**src/rtl/interp_row_sequencer.sv**
```systemverilog
// Row sequencer for the shared 8-tap interpolation window: loads pixels, pads both
// row edges by replication and emits one {original, A, B, C} sample group per pixel.
module interp_row_sequencer #(
  parameter int NORM_SHIFT = 6
) (
  input  logic            clock,
  input  logic            reset_L,
  input  logic            in_valid,
  output logic            in_ready,
  input  logic [7:0]      in_pixel,
  input  logic            in_last,
  output logic [7:0][7:0] data_buffer,
  input  logic [31:0]     a_value,
  input  logic [31:0]     b_value,
  input  logic [31:0]     c_value,
  output logic            out_valid,
  input  logic            out_ready,
  output logic [7:0]      out_pixel,
  output logic [1:0]      out_phase,
  output logic            out_last,
  output logic            busy,
  output logic [1:0]      dbg_state
);

  // Handshakes: a transfer happens on a rising edge where valid && ready are both
  // high; valid never waits for ready, and ready is decoded from state only.

  typedef enum logic [1:0] {
    ST_IDLE  = 2'd0,
    ST_LOAD  = 2'd1,
    ST_FLUSH = 2'd2,
    ST_EMIT  = 2'd3
  } state_t;

  localparam logic signed [31:0] ROUND = 32'sd1 <<< (NORM_SHIFT - 1);

  state_t          r_state;
  logic [7:0][7:0] r_buf;
  logic [2:0]      r_sc;
  logic            r_last_seen;
  logic [2:0]      r_flush_left;
  logic [1:0]      r_phase;

  logic            w_in_hs;
  logic            w_out_hs;
  logic [2:0]      w_sc_inc;
  logic            w_row_done;

  assign in_ready    = (r_state == ST_IDLE) || (r_state == ST_LOAD);
  assign out_valid   = (r_state == ST_EMIT);
  assign busy        = (r_state != ST_IDLE);
  assign dbg_state   = r_state;
  assign data_buffer = r_buf;
  assign out_phase   = r_phase;

  assign w_in_hs    = in_valid && in_ready;
  assign w_out_hs   = out_valid && out_ready;
  assign w_sc_inc   = (r_sc >= 3'd4) ? 3'd4 : r_sc + 3'd1;
  assign w_row_done = r_last_seen && (r_flush_left == 3'd0);
  assign out_last   = out_valid && (r_phase == 2'd3) && w_row_done;

  function automatic logic [7:0] norm(input logic [31:0] v);
    logic signed [31:0] s;
    s = ($signed(v) + ROUND) >>> NORM_SHIFT;
    if (s < 32'sd0)
      norm = 8'd0;
    else if (s > 32'sd255)
      norm = 8'd255;
    else
      norm = s[7:0];
  endfunction

  always_comb begin
    out_pixel = 8'd0;
    if (r_state == ST_EMIT) begin
      case (r_phase)
        2'd0:    out_pixel = r_buf[4];
        2'd1:    out_pixel = norm(a_value);
        2'd2:    out_pixel = norm(b_value);
        default: out_pixel = norm(c_value);
      endcase
    end
  end

  always_ff @(posedge clock or negedge reset_L) begin
    if (!reset_L) begin
      r_state      <= ST_IDLE;
      r_buf        <= '0;
      r_sc         <= 3'd0;
      r_last_seen  <= 1'b0;
      r_flush_left <= 3'd0;
      r_phase      <= 2'd0;
    end else begin
      case (r_state)
        ST_IDLE: begin
          if (w_in_hs) begin
            // Left-edge replication: the first pixel fills the whole window.
            r_buf <= {8{in_pixel}};
            r_sc  <= 3'd0;
            if (in_last) begin
              r_last_seen  <= 1'b1;
              r_flush_left <= 3'd4;
              r_state      <= ST_FLUSH;
            end else begin
              r_state <= ST_LOAD;
            end
          end
        end
        ST_LOAD: begin
          if (w_in_hs) begin
            r_buf <= {r_buf[6:0], in_pixel};
            r_sc  <= w_sc_inc;
            if (in_last) begin
              r_last_seen  <= 1'b1;
              r_flush_left <= 3'd4;
            end
            if (w_sc_inc >= 3'd4)
              r_state <= ST_EMIT;
            else if (in_last || r_last_seen)
              r_state <= ST_FLUSH;
          end
        end
        ST_FLUSH: begin
          // Right-edge replication: the newest pixel is repeated past the row end.
          r_buf <= {r_buf[6:0], r_buf[0]};
          r_sc  <= w_sc_inc;
          if (r_flush_left != 3'd0)
            r_flush_left <= r_flush_left - 3'd1;
          if (w_sc_inc >= 3'd4)
            r_state <= ST_EMIT;
        end
        default: begin
          if (w_out_hs) begin
            if (r_phase == 2'd3) begin
              r_phase <= 2'd0;
              if (w_row_done) begin
                r_last_seen <= 1'b0;
                r_state     <= ST_IDLE;
              end else if (r_last_seen) begin
                r_state <= ST_FLUSH;
              end else begin
                r_state <= ST_LOAD;
              end
            end else begin
              r_phase <= r_phase + 2'd1;
            end
          end
        end
      endcase
    end
  end

endmodule

```
**config.mk**
```make
export PLATFORM = sky130hd
export DESIGN_NAME = interp_row_sequencer
export DESIGN_NICKNAME = d
export VERILOG_FILES = /design/src/rtl/interp_row_sequencer.sv
export SDC_FILE = /design/constraint.sdc
export NUM_CORES = 1
export LEC_CHECK = 0
export BUFFER_PORTS_ARGS = -buffer_cell sky130_fd_sc_hd__buf_2
export CAP_MARGIN = 20
export CORE_MARGIN = 5
export CORE_UTILIZATION = 52
export CTS_BUF_LIST = sky130_fd_sc_hd__clkbuf_4
export CTS_CLUSTER_DIAMETER = 40
export DETAILED_ROUTE_END_ITERATION = 10
export PLACE_DENSITY = 0.83
export SLEW_MARGIN = 10
export SYNTH_ARGS = -nofsm -noshare
export SYNTH_HDL_FRONTEND = slang
export SYNTH_SLANG_ARGS = --single-unit
```
**constraint.sdc**
```tcl
create_clock -name clock -period 2.8 [get_ports clock]
set_input_delay 0.14 -clock clock [delete_from_list [all_inputs] [get_ports clock]]
set_output_delay 0.14 -clock clock [all_outputs]
set_load 0.01 [all_outputs]
```
* Word-level counts from Yosys, hierarchy flattened
Cells that the tools add are included.
** Cells by class
- $add $sub $neg :: 6
- Multipliers :: 0
- Divide/modulo/power cells :: 0
- $lt $le $gt $ge :: 8
- Eq/ne operators :: 13
- Shift operators :: 0
- Mux-type cells :: 37
- Bitwise operators :: 2
- Reductions and logical operators :: 28
** Operator list (count)
- $pmux 64 s3 :: 1
- $mux 64 :: 2
- $add 32x7->32 const B :: 3
- $gt 26x9->1 const B :: 3
- $lt 26x1->1 const B :: 3
- $mux 8 :: 7
- $pmux 8 s3 :: 1
- $mux 2 :: 11
- $mux 3 :: 6
- $reduce_and 6->1 :: 2
- $reduce_bool 2->1 :: 6
- $pmux 3 s3 :: 1
- $eq 2x2->1 const B :: 4
- $ne 2x2->1 const B :: 4
- $reduce_and 4->1 :: 2
- $reduce_bool 4->1 :: 2
- $ge 3x3->1 const B :: 2
- $pmux 2 s3 :: 1
- $pmux 3 s2 :: 1
- $reduce_bool 3->1 :: 2
- $logic_and 1x1->1 :: 5
- $mux 1 :: 5
- $eq 2x1->1 const B :: 2
- $logic_not 2->1 :: 2
- 13 further kinds :: 16
** Word-level totals
- Register bits :: 75
- Bits in latches :: 0
- Bits in writable memories :: 0
- Memory bits (read-only) :: 0
- Bits of input ports :: 109
- Output and inout bits :: 80
- Logic and storage cells :: 107
- Memories :: 0

* Depth between registers and ports, before layout
- Depth after elaboration :: 6
- Mapped depth :: 9
- Gate-level depth less buffers :: 8

* Least setup slack after synthesis
Ideal clock, no wire load.
- Path type :: input-to-output
- From :: input port b_value[5]
- To :: output port out_pixel[0]
- Arrival time :: 2.252 ns
- Data required time :: 2.660 ns
- Slack :: 0.408 ns
- Cell stages on the path :: 9
- Path buffers :: 1
- Path through :: ha_1 -> nand3_1 -> or4_4 -> or4_1 -> and3_1 -> buf_6 -> a32o_1 -> a221oi_2 -> a211oi_1
** Between the ends
- Cells in the longest elaborated chain, start to end :: 6
- Elaborated cells on any way between the ends :: 7
- Those cells by class :: add/sub: 1; order compare: 2; mux: 4
** RTL lines
- start: declaration :: RTL line 14 : input logic [31:0] b_value,
- $add 32x7->32 (*) :: RTL line 64 : s = ($signed(v) + ROUND) >>> NORM_SHIFT;
- $gt 26x9->1 :: RTL line 67 : else if (s > 32'sd255)
- $mux 8 :: RTL line 67
- $mux 8 (*) :: RTL line 65 : if (s < 32'sd0)
- $pmux 8 s3 (*) :: RTL line 76 : case (r_phase)
- $mux 8 (*) :: RTL line 75 : if (r_state == ST_EMIT) begin
- end: declaration :: RTL line 18 : output logic [7:0] out_pixel,
Mark *: on every way between the ends. The rest lies on a longest branch, timed or not.

* Worst setup path in the final report
- From :: input port a_value[5]
- To :: output port out_pixel[1]
** Between the ends
- Cells in the longest elaborated chain, start to end :: 6
- Elaborated cells on any way between the ends :: 7
- Those cells by class :: add/sub: 1; order compare: 2; mux: 4
** RTL lines
- start: declaration :: RTL line 13 : input logic [31:0] a_value,
- $add 32x7->32 (*) :: RTL line 64
- $gt 26x9->1 :: RTL line 67
- $mux 8 :: RTL line 67
- $mux 8 (*) :: RTL line 65
- $pmux 8 s3 (*) :: RTL line 76
- $mux 8 (*) :: RTL line 75
Marked as above.

==> flow_metrics.tcl <==
set metrics [dict create \
    outcome "complete, no violations" \
    relSlewSlack_pct 38.3 \
    clock_tree.buffer_depth 2 \
    crit_fanout 7 \
    portBuffers 173 \
    core_area_mm2 0.0102 \
    via_count 6112 \
    final_cell_mix "buf_2 (172), a21oi_1 (121), nor2_1 (84)" \
    hpwl_um 13100 \
    root_buffer "clkbuf_4" \
    clk_pin_slew_ns 0.12 \
    grt_pass1_wl_um 28100 \
    final_common_cell "buf_2" \
    fin_skew_ns 0.0171 \
    gr-total-overflow 0 \
    clkSinkCount 75 \
    ys.flop_type "dfrtp_1" \
    synth-seq-cells 75 \
    fmax_mhz 364 \
    crit_required_ns 2.66 \
    ys_async_sr_fraction_pct 100 \
    insertion_delay_ns 0.43 \
    crit_path_start_kind "input pin" \
    die_h_um 111 \
    avgSynthCellArea_um2 7.96 \
    final_nets 990 \
    nFillCells 827 \
    start_util_pct 52.4 \
    area_growth_pct 29.4 \
    cts_made_buffers 9 \
    ios 189 \
    cts_tree "yes" \
    drive_gt1_share_pct 29.6 \
    fin_crit_ns 2.75 \
    gp_congestion 0.999 \
    htree_levels 3 \
    die_w_um 111 \
    n_antenna_cell 0 \
    via_per_inst 6.08 \
    setup_viol 0 \
    syn-cell-area_mm2 0.00534 \
    yosysTopAreaCellShare_pct 35.2 \
    end_kind "primary output" \
    timing.final.crit_share_pct 98.1 \
    setup_slack_ns 0.0535 \
    grt_pass1_vias 5689 \
    hold_viol_final 0 \
    antenna_found_initial 0 \
    p_leak_nw 3.04 \
    post-place-ws_ns 0.00582 \
    maxCapViolCount 0 \
    first_pass_iters 5 \
    max-vdd-ir-drop_uv 924 \
    antenna_left 0 \
    arrival_ns 2.61 \
    drt_iter0_drc 685 \
    yosysTopAreaCell "dfrtp_1" \
    yosys-top-cells-area "dfrtp_1 (35%), a21oi_1 (11%), nor2_1 (6.1%)" \
    maxSlewViolCount 0 \
    setup_tns_ns 0 \
    hp-class "in2reg" \
    synth_cell_types 71 \
    worst-slew-pin-transition_ns 0.925 \
    rows 37 \
    seq_area_frac_synth_pct 35.2 \
    drc 0 \
    syn_inst 670 \
    crit_type "in2out" \
    synth_nets 795 \
    grt_use_total_pct 26.9 \
    synth_enable_flop_cells 0 \
    yosysWarnings 0 \
    die-area_mm2 0.0124 \
    wl_per_cell_um 17.3 \
    grt_max_degree 76 \
    finalWirelength_um 17400 \
    power_density_mw_per_mm2 942 \
]
[kinds of logic after synthesis]
kind of cell             after synthesis  synth area share (%)
AND/OR/NAND/NOR                      287                  27.5
AO/OA/AOI/OAI                        207                  24.0
flip-flops                            75                  35.2
buffers and inverters                 51                  3.77
XOR/XNOR                              24                  3.94
adder cells (fa/ha/maj)               16                  3.75
multiplexers                          10                  1.92
[Yosys cell counts (3+ instances only)]
library cell	instances
nand3b_1	3
nand3_1	42
nor3_1	14
a21o_1	4
or3_1	3
and2_1	7
a21oi_1	121
a211oi_1	4
nor4b_1	3
ha_1	16
mux2i_1	8
nor3b_1	5
o21ai_0	26
nor2b_1	9
nand4_1	16
buf_1	3
a32oi_1	7
a22oi_1	4
dfrtp_1	75
and4_1	3
xor2_1	12
xnor2_1	12
nor4_1	13
inv_1	22
and3_1	11
a311oi_1	3
a222oi_1	3
or2_2	3
nand2b_1	5
clkbuf_1	23
nand2_1	46
o31ai_1	3
a2111oi_0	3
nor2_1	87
or4_1	8
[final timing paths]
check / start / to / slack (ns) / cells after the start
max: a_value[5] / out_pixel[1] / 0.05 / 11
min: in_last / r_last_seen$_DFFE_PN0P_ / 0.05 / 3
max reg2reg: dbg_state[0]$_DFFE_PN0P_ / data_buffer[58]$_DFFE_PN0P_ / 0.66 / 7
min reg2reg: data_buffer[5]$_DFFE_PN0P_ / data_buffer[5]$_DFFE_PN0P_ / 0.53 / 2
max in group asynchronous: reset_L / data_buffer[13]$_DFFE_PN0P_ / 1.80 / 2
min in group asynchronous: reset_L / data_buffer[54]$_DFFE_PN0P_ / 0.39 / 2
[worst max-delay path: stages]
cell     delay [ns]
buf_2          0.09
ha_1           0.24
nand3_1        0.14
nor2_2         0.26
nand3_1        0.18
nor3b_1        0.18
o32ai_1        0.56
o32ai_4        0.18
buf_12         0.16
a32oi_1        0.27
buf_2          0.20
[what timing repair did]
item                                    CTS  global route
setup buffers                             0            11
endpoints found under the hold margin    83             0
hold buffers                              9             0
pin swaps                                 0            11
cloned                                    0             0
endpoints found under the setup margin    1             8
resized for setup                         1            26
[per-stage QoR]
step / hold slack (ns) / utilization (%) / instances / cell area [um^2] / total power, mW
6_report: 0.0465 / 67.8 / 1005 / 6910 / 6.51
5_1_grt: 0.0464 / 67.8 / 1005 / 6910 / 7.05
4_1_cts: 0.0204 / 65.8 / 994 / 6700 / 6.41
3_5_place_dp: 0.330 / 63.6 / 970 / 6480 / 5.73
3_3_place_gp: 0.327 / 63.6 / 970 / 6480 / 5.55
2_1_floorplan: -0.156 / - / 670 / 5340 / 4.30
[sequential cells by signal, indices dropped and copies added, names as in the netlist]
| register | count |
|---|---|
| out_phase | 2 |
| r_last_seen | 1 |
| r_flush_left | 3 |
| data_buffer | 64 |
| r_sc | 3 |
| dbg_state | 2 |
[routing by layer]
| layer | track usage (%) | wire, um |
|---|---|---|
| met5 | 0 | 0 |
| met4 | 8.52 | 521 |
| met3 | 5.13 | 1340 |
| met2 | 45.7 | 8690 |
| met1 | 34.7 | 6860 |
[cell type report]
type                            instances  area [um^2]  area share [%]
Multi-Input combinational cell        544         3390            49.1
Clock inverter                          6         67.6           0.978
Sequential cell                        75         1880            27.2
Inverter                               22         82.6            1.20
Timing Repair Buffer                  213         1250            18.1
Tap cell                              136          170            2.46
Clock buffer                            9         67.6           0.978
[power by group]
part / leakage [nW] / switching [mW] / total, mW / internal (mW)
Combinational: 2.07 / 2.27 / 3.75 / 1.48
Sequential: 0.896 / 0.473 / 2.10 / 1.63
Clock: 0.0680 / 0.385 / 0.653 / 0.268
Note: power is estimated with default switching activity, not from simulation.
